$ cat src/rtl/main_dsp48a1.sv
// DSP48A1-style slice: 18-bit pre-adder, 18x18 multiplier, 48-bit post-adder/accumulator, per-stage bypass.
// Build option: define MAIN_DSP48A1_BCASCADE_EN to let B_INPUT="CASCADE" route BCIN into the B path.
module main_dsp48a1 #(
    parameter int    width1      = 18,
    parameter int    width2      = 48,
    parameter int    width3      = 8,
    parameter int    width4      = 36,
    parameter int    width5      = 1,
    parameter int    A0REG       = 0,
    parameter int    A1REG       = 1,
    parameter int    B0REG       = 0,
    parameter int    B1REG       = 1,
    parameter int    CREG        = 1,
    parameter int    DREG        = 1,
    parameter int    MREG        = 1,
    parameter int    PREG        = 1,
    parameter int    CARRYINREG  = 1,
    parameter int    CARRYOUTREG = 1,
    parameter int    OPMODEREG   = 1,
    parameter string CARRYINSEL  = "OPMODE5",
    parameter string B_INPUT     = "DIRECT",
    parameter string RSTTYPE     = "SYNC"
) (
    input  logic              clk,
    input  logic              RSTA,
    input  logic              RSTB,
    input  logic              RSTC,
    input  logic              RSTD,
    input  logic              RSTM,
    input  logic              RSTP,
    input  logic              RSTOPMODE,
    input  logic              RSTCARRYIN,
    input  logic              CEA,
    input  logic              CEB,
    input  logic              CEC,
    input  logic              CED,
    input  logic              CEM,
    input  logic              CEP,
    input  logic              CEOPMODE,
    input  logic              CECARRYIN,
    input  logic [width1-1:0] A,
    input  logic [width1-1:0] B,
    input  logic [width1-1:0] D,
    input  logic [width2-1:0] C,
    input  logic [width1-1:0] BCIN,
    input  logic [width2-1:0] PCIN,
    input  logic [width3-1:0] OPMODE,
    input  logic [width5-1:0] CARRYIN,
    output logic [width2-1:0] P,
    output logic [width2-1:0] PCOUT,
    output logic [width4-1:0] M,
    output logic [width1-1:0] BCOUT,
    output logic [width5-1:0] CARRYOUT,
    output logic [width5-1:0] CARRYOUTF
);

    localparam bit CIN_FROM_OPM  = (CARRYINSEL == "OPMODE5");
    localparam bit CIN_FROM_PORT = (CARRYINSEL == "CARRYIN");
`ifdef MAIN_DSP48A1_BCASCADE_EN
    localparam bit B_FROM_PORT   = (B_INPUT == "DIRECT");
    localparam bit B_FROM_CASC   = (B_INPUT == "CASCADE");
`else
    localparam bit B_FROM_PORT   = 1'b1;
    localparam bit B_FROM_CASC   = 1'b0;
`endif

    logic [width1-1:0] r_a0, r_a1, r_b0, r_b1, r_d;
    logic [width2-1:0] r_c, r_p;
    logic [width4-1:0] r_m;
    logic [width3-1:0] r_opm;
    logic [width5-1:0] r_cyi, r_cyo;

    logic [width1-1:0] w_a0, w_a1, w_b_src, w_b0, w_b1, w_d, w_pre;
    logic [width2-1:0] w_c, w_p, w_x, w_z;
    logic [width4-1:0] w_mult, w_m;
    logic [width3-1:0] w_opm;
    logic [width5-1:0] w_cyi_src, w_cin, w_cyo;
    logic [width2:0]   w_x_ext, w_z_ext, w_cin_ext, w_post;

    // Input stage: source selection and first-level registers
    assign w_b_src   = B_FROM_PORT ? B : (B_FROM_CASC ? BCIN : '0);
    assign w_a0      = (A0REG == 1) ? r_a0 : A;
    assign w_a1      = (A1REG == 1) ? r_a1 : w_a0;
    assign w_b0      = (B0REG == 1) ? r_b0 : w_b_src;
    assign w_d       = (DREG == 1) ? r_d : D;
    assign w_c       = (CREG == 1) ? r_c : C;
    assign w_opm     = (OPMODEREG == 1) ? r_opm : OPMODE;
    assign w_cyi_src = CIN_FROM_OPM ? width5'(w_opm[5]) : (CIN_FROM_PORT ? CARRYIN : '0);
    assign w_cin     = (CARRYINREG == 1) ? r_cyi : w_cyi_src;

    always_ff @(posedge clk) begin
        if (RSTA) begin
            r_a0 <= '0;
            r_a1 <= '0;
        end else if (CEA) begin
            r_a0 <= A;
            r_a1 <= w_a0;
        end
    end

    always_ff @(posedge clk) begin
        if (RSTB) begin
            r_b0 <= '0;
            r_b1 <= '0;
        end else if (CEB) begin
            r_b0 <= w_b_src;
            r_b1 <= w_pre;
        end
    end

    always_ff @(posedge clk) begin
        if (RSTC)     r_c <= '0;
        else if (CEC) r_c <= C;
    end

    always_ff @(posedge clk) begin
        if (RSTD)     r_d <= '0;
        else if (CED) r_d <= D;
    end

    always_ff @(posedge clk) begin
        if (RSTOPMODE)     r_opm <= '0;
        else if (CEOPMODE) r_opm <= OPMODE;
    end

    always_ff @(posedge clk) begin
        if (RSTCARRYIN)     r_cyi <= '0;
        else if (CECARRYIN) r_cyi <= w_cyi_src;
    end

    // Pre-adder stage feeding B1
    always_comb begin
        w_pre = w_b0;
        if (w_opm[4]) begin
            w_pre = w_opm[6] ? (w_d - w_b0) : (w_d + w_b0);
        end
    end

    assign w_b1  = (B1REG == 1) ? r_b1 : w_pre;
    assign BCOUT = w_b1;

    // Multiplier stage
    assign w_mult = width4'(w_a1) * width4'(w_b1);
    assign w_m    = (MREG == 1) ? r_m : w_mult;
    assign M      = w_m;

    always_ff @(posedge clk) begin
        if (RSTM)     r_m <= '0;
        else if (CEM) r_m <= w_mult;
    end

    // Post-adder stage: X/Z operand muxes, 49-bit add/subtract, P and carry registers
    always_comb begin
        w_x = '0;
        case (w_opm[1:0])
            2'b01:   w_x = {{(width2-width4){1'b0}}, w_m};
            2'b10:   w_x = w_p;
            2'b11:   w_x = {w_d[width2-2*width1-1:0], w_a1, w_b1};
            default: w_x = '0;
        endcase
    end

    always_comb begin
        w_z = '0;
        case (w_opm[3:2])
            2'b01:   w_z = PCIN;
            2'b10:   w_z = w_p;
            2'b11:   w_z = w_c;
            default: w_z = '0;
        endcase
    end

    assign w_x_ext   = {1'b0, w_x};
    assign w_z_ext   = {1'b0, w_z};
    assign w_cin_ext = {{(width2+1-width5){1'b0}}, w_cin};
    // Bit width2 is the carry when adding and the borrow when subtracting
    assign w_post    = w_opm[7] ? (w_z_ext - (w_x_ext + w_cin_ext))
                                : (w_z_ext + w_x_ext + w_cin_ext);
    assign w_cyo     = width5'(w_post[width2]);

    always_ff @(posedge clk) begin
        if (RSTP) begin
            r_p   <= '0;
            r_cyo <= '0;
        end else if (CEP) begin
            r_p   <= w_post[width2-1:0];
            r_cyo <= w_cyo;
        end
    end

    assign w_p       = (PREG == 1) ? r_p : w_post[width2-1:0];
    assign P         = w_p;
    assign PCOUT     = w_p;
    assign CARRYOUT  = (CARRYOUTREG == 1) ? r_cyo : w_cyo;
    assign CARRYOUTF = CARRYOUT;

endmodule

$ cat config.mk
export PLATFORM = sky130hd
export DESIGN_NAME = main_dsp48a1
export DESIGN_NICKNAME = d
export VERILOG_FILES = /design/src/rtl/main_dsp48a1.sv
export SDC_FILE = /design/constraint.sdc
export NUM_CORES = 2
export LEC_CHECK = 0
export CORE_UTILIZATION = 52
export DETAILED_ROUTE_END_ITERATION = 7
export GPL_TIMING_DRIVEN = 1
export PLACE_DENSITY = 0.76
export SLEW_MARGIN = 30
export SYNTH_ARGS = -nofsm -noshare
export SYNTH_HDL_FRONTEND = slang
export SYNTH_SLANG_ARGS = --single-unit
$ cat constraint.sdc
create_clock -name clk -period 7.7 [get_ports clk]
set_input_delay 1.925 -clock clk [delete_from_list [all_inputs] [get_ports clk]]
set_output_delay 1.925 -clock clk [all_outputs]
set_load 0.03 [all_outputs]
* After elaboration in Yosys (flattened, before gate mapping)
Cells that the tools add are included.
Word-level totals: output and inout bits 152, bits of input ports 194, register bits 196
Cells by class: add/subtract/negate cells 6, equality and inequality tests 6, multiply operators 1, mux-type cells 5
Operators by type and width (count):
- $pmux W48 S3 | 2
- $add A48 B1 Y49 | 1
- $add A48 B48 Y49 | 1
- $add A49 B1 Y49 | 1
- $mux W49 | 1
- $sub A48 B49 Y49 | 1
- $mul A18 B18 Y36 | 1
- $mux W18 | 2
- $add A18 B18 Y18 | 1
- $sub A18 B18 Y18 | 1
- $eq A2 B2 Y1 const B | 4
- $eq A2 B1 Y1 const B | 2

* Logic depth before layout (Yosys ltp)
depth after elaboration 5, gate-level depth with buffers 25, mapped depth without buffers 24

* Least setup slack after synthesis
OpenSTA, ideal clock, no wires.
path kind register to register, start register r_b1[3] (netlist: BCOUT[3]), end register r_m[33] (netlist: M[33]), data arrival time 6440 ps, clock period less this slack 6502 ps, stages on the path, launching flop included 23, buffers on the path 2, setup slack 1198 ps, required time 7638 ps, setup time 62 ps, cells stage by stage dfxtp_1 -> clkbuf_1 -> clkbuf_1 -> nand2_1 -> fa_1 -> fa_1 -> fa_1 -> fa_1 -> inv_1 -> fa_1 -> inv_1 -> fa_1 -> inv_1 -> ha_1 -> and3_1 -> o21ai_0 -> a21oi_1 -> o21ai_1 -> o21ai_0 -> a31oi_1 -> o21ai_0 -> or4b_1 -> nand3_1
On the way: cells in the longest elaborated chain, start to end 1
RTL lines:
- from (decl) | RTL line 67 | logic [width1-1:0] r_a0, r_a1, r_b0, r_b1, r_d;
- from (signal assigned) | RTL line 107 | r_b1 <= w_pre;
- $mul A18 B18 Y36 | RTL line 143 | assign w_mult = width4'(w_a1) * width4'(w_b1);
- to (signal assigned) | RTL line 149 | else if (CEM) r_m <= w_mult;
- to (decl) | RTL line 69 | logic [width4-1:0] r_m;
No other way between the ends. A chain may end at the register's enable or synchronous reset.

* Worst setup path after layout
start register r_b1[4] (netlist: BCOUT[4]), end register r_m[33] (netlist: M[33])
Same word-level chain as after synthesis.

==> reports/metrics.cfg <==
[hold_path]
hp-class=register to register

[worst_setup_path]
crit_type=register to register
arrival_ns=7.71
reg2reg_slack_ns=0.44
end_kind=register
startpoint=BCOUT[4]
crit_path_max_fanout=13
required_ns=8.15
critPathCapture=M[33]
r2r_end=M[33]
regToRegStartpoint=BCOUT[4]
worstRegToRegCells=20
worstSetupStartpointType=register

[global_routing]
grt_max_degree=62
grt_pass1_wl_microns=132000
grt_overflow_total=0
grt_usage=0.318
grt_pass1_vias=24000
antenna_found_initial=3

[route]
drt_iter0_drc=1795
wl_per_cell_microns=20.3
first_pass_iters=8
drc_errors=0
vias=24200
vias_per_cell=5.81
wl_microns=84800
drtAntennaViolNets=0

[placement]
port_buffers=326
dp.final_hpwl_microns=67200
place_congestion=0.959

[clocking]
cts_tree=yes
cts-resized-gates=0
post_cts_buffers=0
cts_buffers=17
clk_latency_ns=0.51
cts-root-buf=clkbuf_16
clkTransAtPathRegs_ns=0.08
cts_hold_buffers=0
cts_max_level=4
cts.path.max_buffers=2
clock_sinks=196

[synthesis]
synth_async_sr_flop_share=0
synth_area_sq_mm=0.0275
synth.avg_cell_area_sq_um=8.29
postSynthRegisterBits=196
synth.distinct_cells=88
yosysWarnings=0
syn_nets=4035
synth_flop_cell=dfxtp_1
synth-seq-area-share=0.143
synth_edf_count=0
synth_cells=3313

[timing]
setup_tns_ns=0
drv_slew=0
finalHoldViolations=0
fin_skew_ns=0.0183
tightestPinTransition_ns=0.966
holdWs_ns=0.491
period_share=0.942
finalCriticalPeriod_ns=7.26
setup_viol=0
fmax_mhz=138
rsz0062_at_grt=false
relSlewSlack=0.355

[floorplan]
core_sq_mm=0.0517
die_y_microns=232
die_w_microns=232
die_area_sq_mm=0.0537
placementRows=83
ios=346
start_util=0.531

[status]
status=finished, final reports clean

[cells_and_area]
nNetsFinal=4201
drive_gt1_frac=0.0624
syn_to_final_growth_pct=14.9

[pwr]
powerDensity_mw_per_mm2=149
power_leakage_nw=15.1
peakVddDrop_v=0.000174

[flow_run]
drv_cap=0

## layout make-up
type / instances / area (sq um)
repair buffers: 385 / 3680
clock buffers: 18 / 439
flip-flops and latches: 196 / 3930
multi-input cells: 2434 / 20800
fillers: 4609 / 20200
well taps: 680 / 851
diodes: 2 / 5.00
inverters: 445 / 1670
clock inverters: 14 / 184
## logic make-up (layout without fill, tap and decap cells)
| family | count (synthesis) | in the layout | synth area share |
|---|---|---|---|
| adder cells (fa/ha/maj) | 528 | 528 | 0.312 |
| AND/OR/NAND/NOR | 910 | 910 | 0.153 |
| other | 0 | 2 | 0 |
| AO/OA/AOI/OAI | 635 | 635 | 0.162 |
| flip-flops | 196 | 196 | 0.143 |
| multiplexers | 226 | 226 | 0.0864 |
| buffers and inverters | 683 | 862 | 0.100 |
| XOR/XNOR | 135 | 135 | 0.0431 |
## Yosys cell counts (5+ instances only)
cell	instances	area [sq um]
nand2b_1	17	106
a311o_1	6	60.1
a22oi_1	23	173
nand3_1	30	150
a221o_1	6	60.1
o31ai_1	5	37.5
or2_2	5	31.3
ha_1	267	3340
xor2_1	39	342
nand4_1	20	125
and3_1	13	81.3
fa_1	261	5230
a211oi_1	50	375
a211o_1	6	52.6
nor3_1	31	155
a2111oi_0	6	52.6
a21o_1	78	586
nor4_1	12	75.1
o211ai_1	16	120
xnor2_1	96	841
or3_1	12	75.1
buf_4	50	375
and2_1	139	870
a22o_1	64	561
nor2b_1	26	163
inv_1	445	1670
buf_1	18	67.6
nand2_1	292	1100
clkbuf_1	167	627
o21bai_1	24	180
a311oi_1	9	78.8
o22ai_1	5	31.3
a31oi_1	18	113
o21ai_0	79	395
o21ai_1	5	25.0
a21oi_1	162	811
mux2_2	83	935
a21boi_0	5	37.5
o21a_1	17	128
nor2_1	291	1090
dfxtp_1	196	3920
mux2i_1	141	1410
## metal layers
layer	routed length, microns	vias to the layer above	global-route usage
met5	10	-	0
met4	3630	2	0.148
met3	6510	176	0.0463
met2	38200	1023	0.504
met1	36500	11800	0.427
li1	-	11300	-
## per-stage QoR
| step | std cells | total power [mW] | area (sq um) | worst slack [ns] | utilization |
|---|---|---|---|---|---|
| 2_1_floorplan | 3313 | 2.93 | 27500 | 1.20 | - |
| 3_3_place_gp | 4140 | 3.66 | 30900 | 0.777 | 0.598 |
| 3_5_place_dp | 4140 | 3.69 | 30900 | 0.699 | 0.598 |
| 4_1_cts | 4172 | 4.69 | 31500 | 0.587 | 0.610 |
| 5_1_grt | 4173 | 5.00 | 31500 | 0.258 | 0.610 |
| 6_report | 4174 | 4.71 | 31500 | 0.443 | 0.610 |
## report_power, final
group | internal [mW] | leakage, nW | switching [mW]
registers | 1.10 | 1.62 | 0.181
clock network | 0.503 | 0.307 | 0.496
logic | 1.04 | 13.2 | 1.39
total | 2.64 | 15.1 | 2.07
## critical path, cell delays in order (launching register included)
cell     delay (ns)
dfxtp_1        0.85
nand2_1        0.16
fa_1           0.52
fa_1           0.57
fa_1           0.45
fa_1           0.54
inv_1          0.05
fa_1           0.47
inv_1          0.05
fa_1           0.47
inv_1          0.04
ha_1           0.33
and3_1         0.24
o21ai_0        0.10
a21oi_1        0.31
o21ai_1        0.24
o21ai_0        0.55
a31oi_1        0.22
o21ai_0        0.44
or4b_1         0.48
nand3_1        0.09
## placed cells by master (no fill, tap or decap), drive strengths merged, types with 24 or more instances in the layout
master / count
inv: 452
clkdlybuf4s50: 321
nand2: 293
nor2: 292
ha: 267
fa: 261
dfxtp: 196
a21oi: 162
mux2i: 141
and2: 139
xnor2: 96
o21ai: 86
mux2: 85
a21o: 78
a22o: 64
buf: 64
a211oi: 53
xor2: 39
nor3: 31
nand3: 30
nor2b: 26
o21bai: 24
## state kept, by name, summed over array words and instances, names as in the netlist
register and count:
r_d 18, r_c 48, r_a1 18, P 48, r_cyi 1, M 36
BCOUT 18, r_opm 8, CARRYOUT 1
## how the worst min path moves through the flow
stage                         end  cells after the start  startpoint
final                        M[9]                      2        M[9]
after global placement    r_c[10]                      2     r_c[10]
after global routing      r_c[21]                      2     r_c[21]
after detailed placement  r_c[45]                      2     r_c[45]
after CTS                    M[9]                      2        M[9]
after floorplan            r_c[0]                      2      r_c[0]
Power figures use the tool's default switching activity.
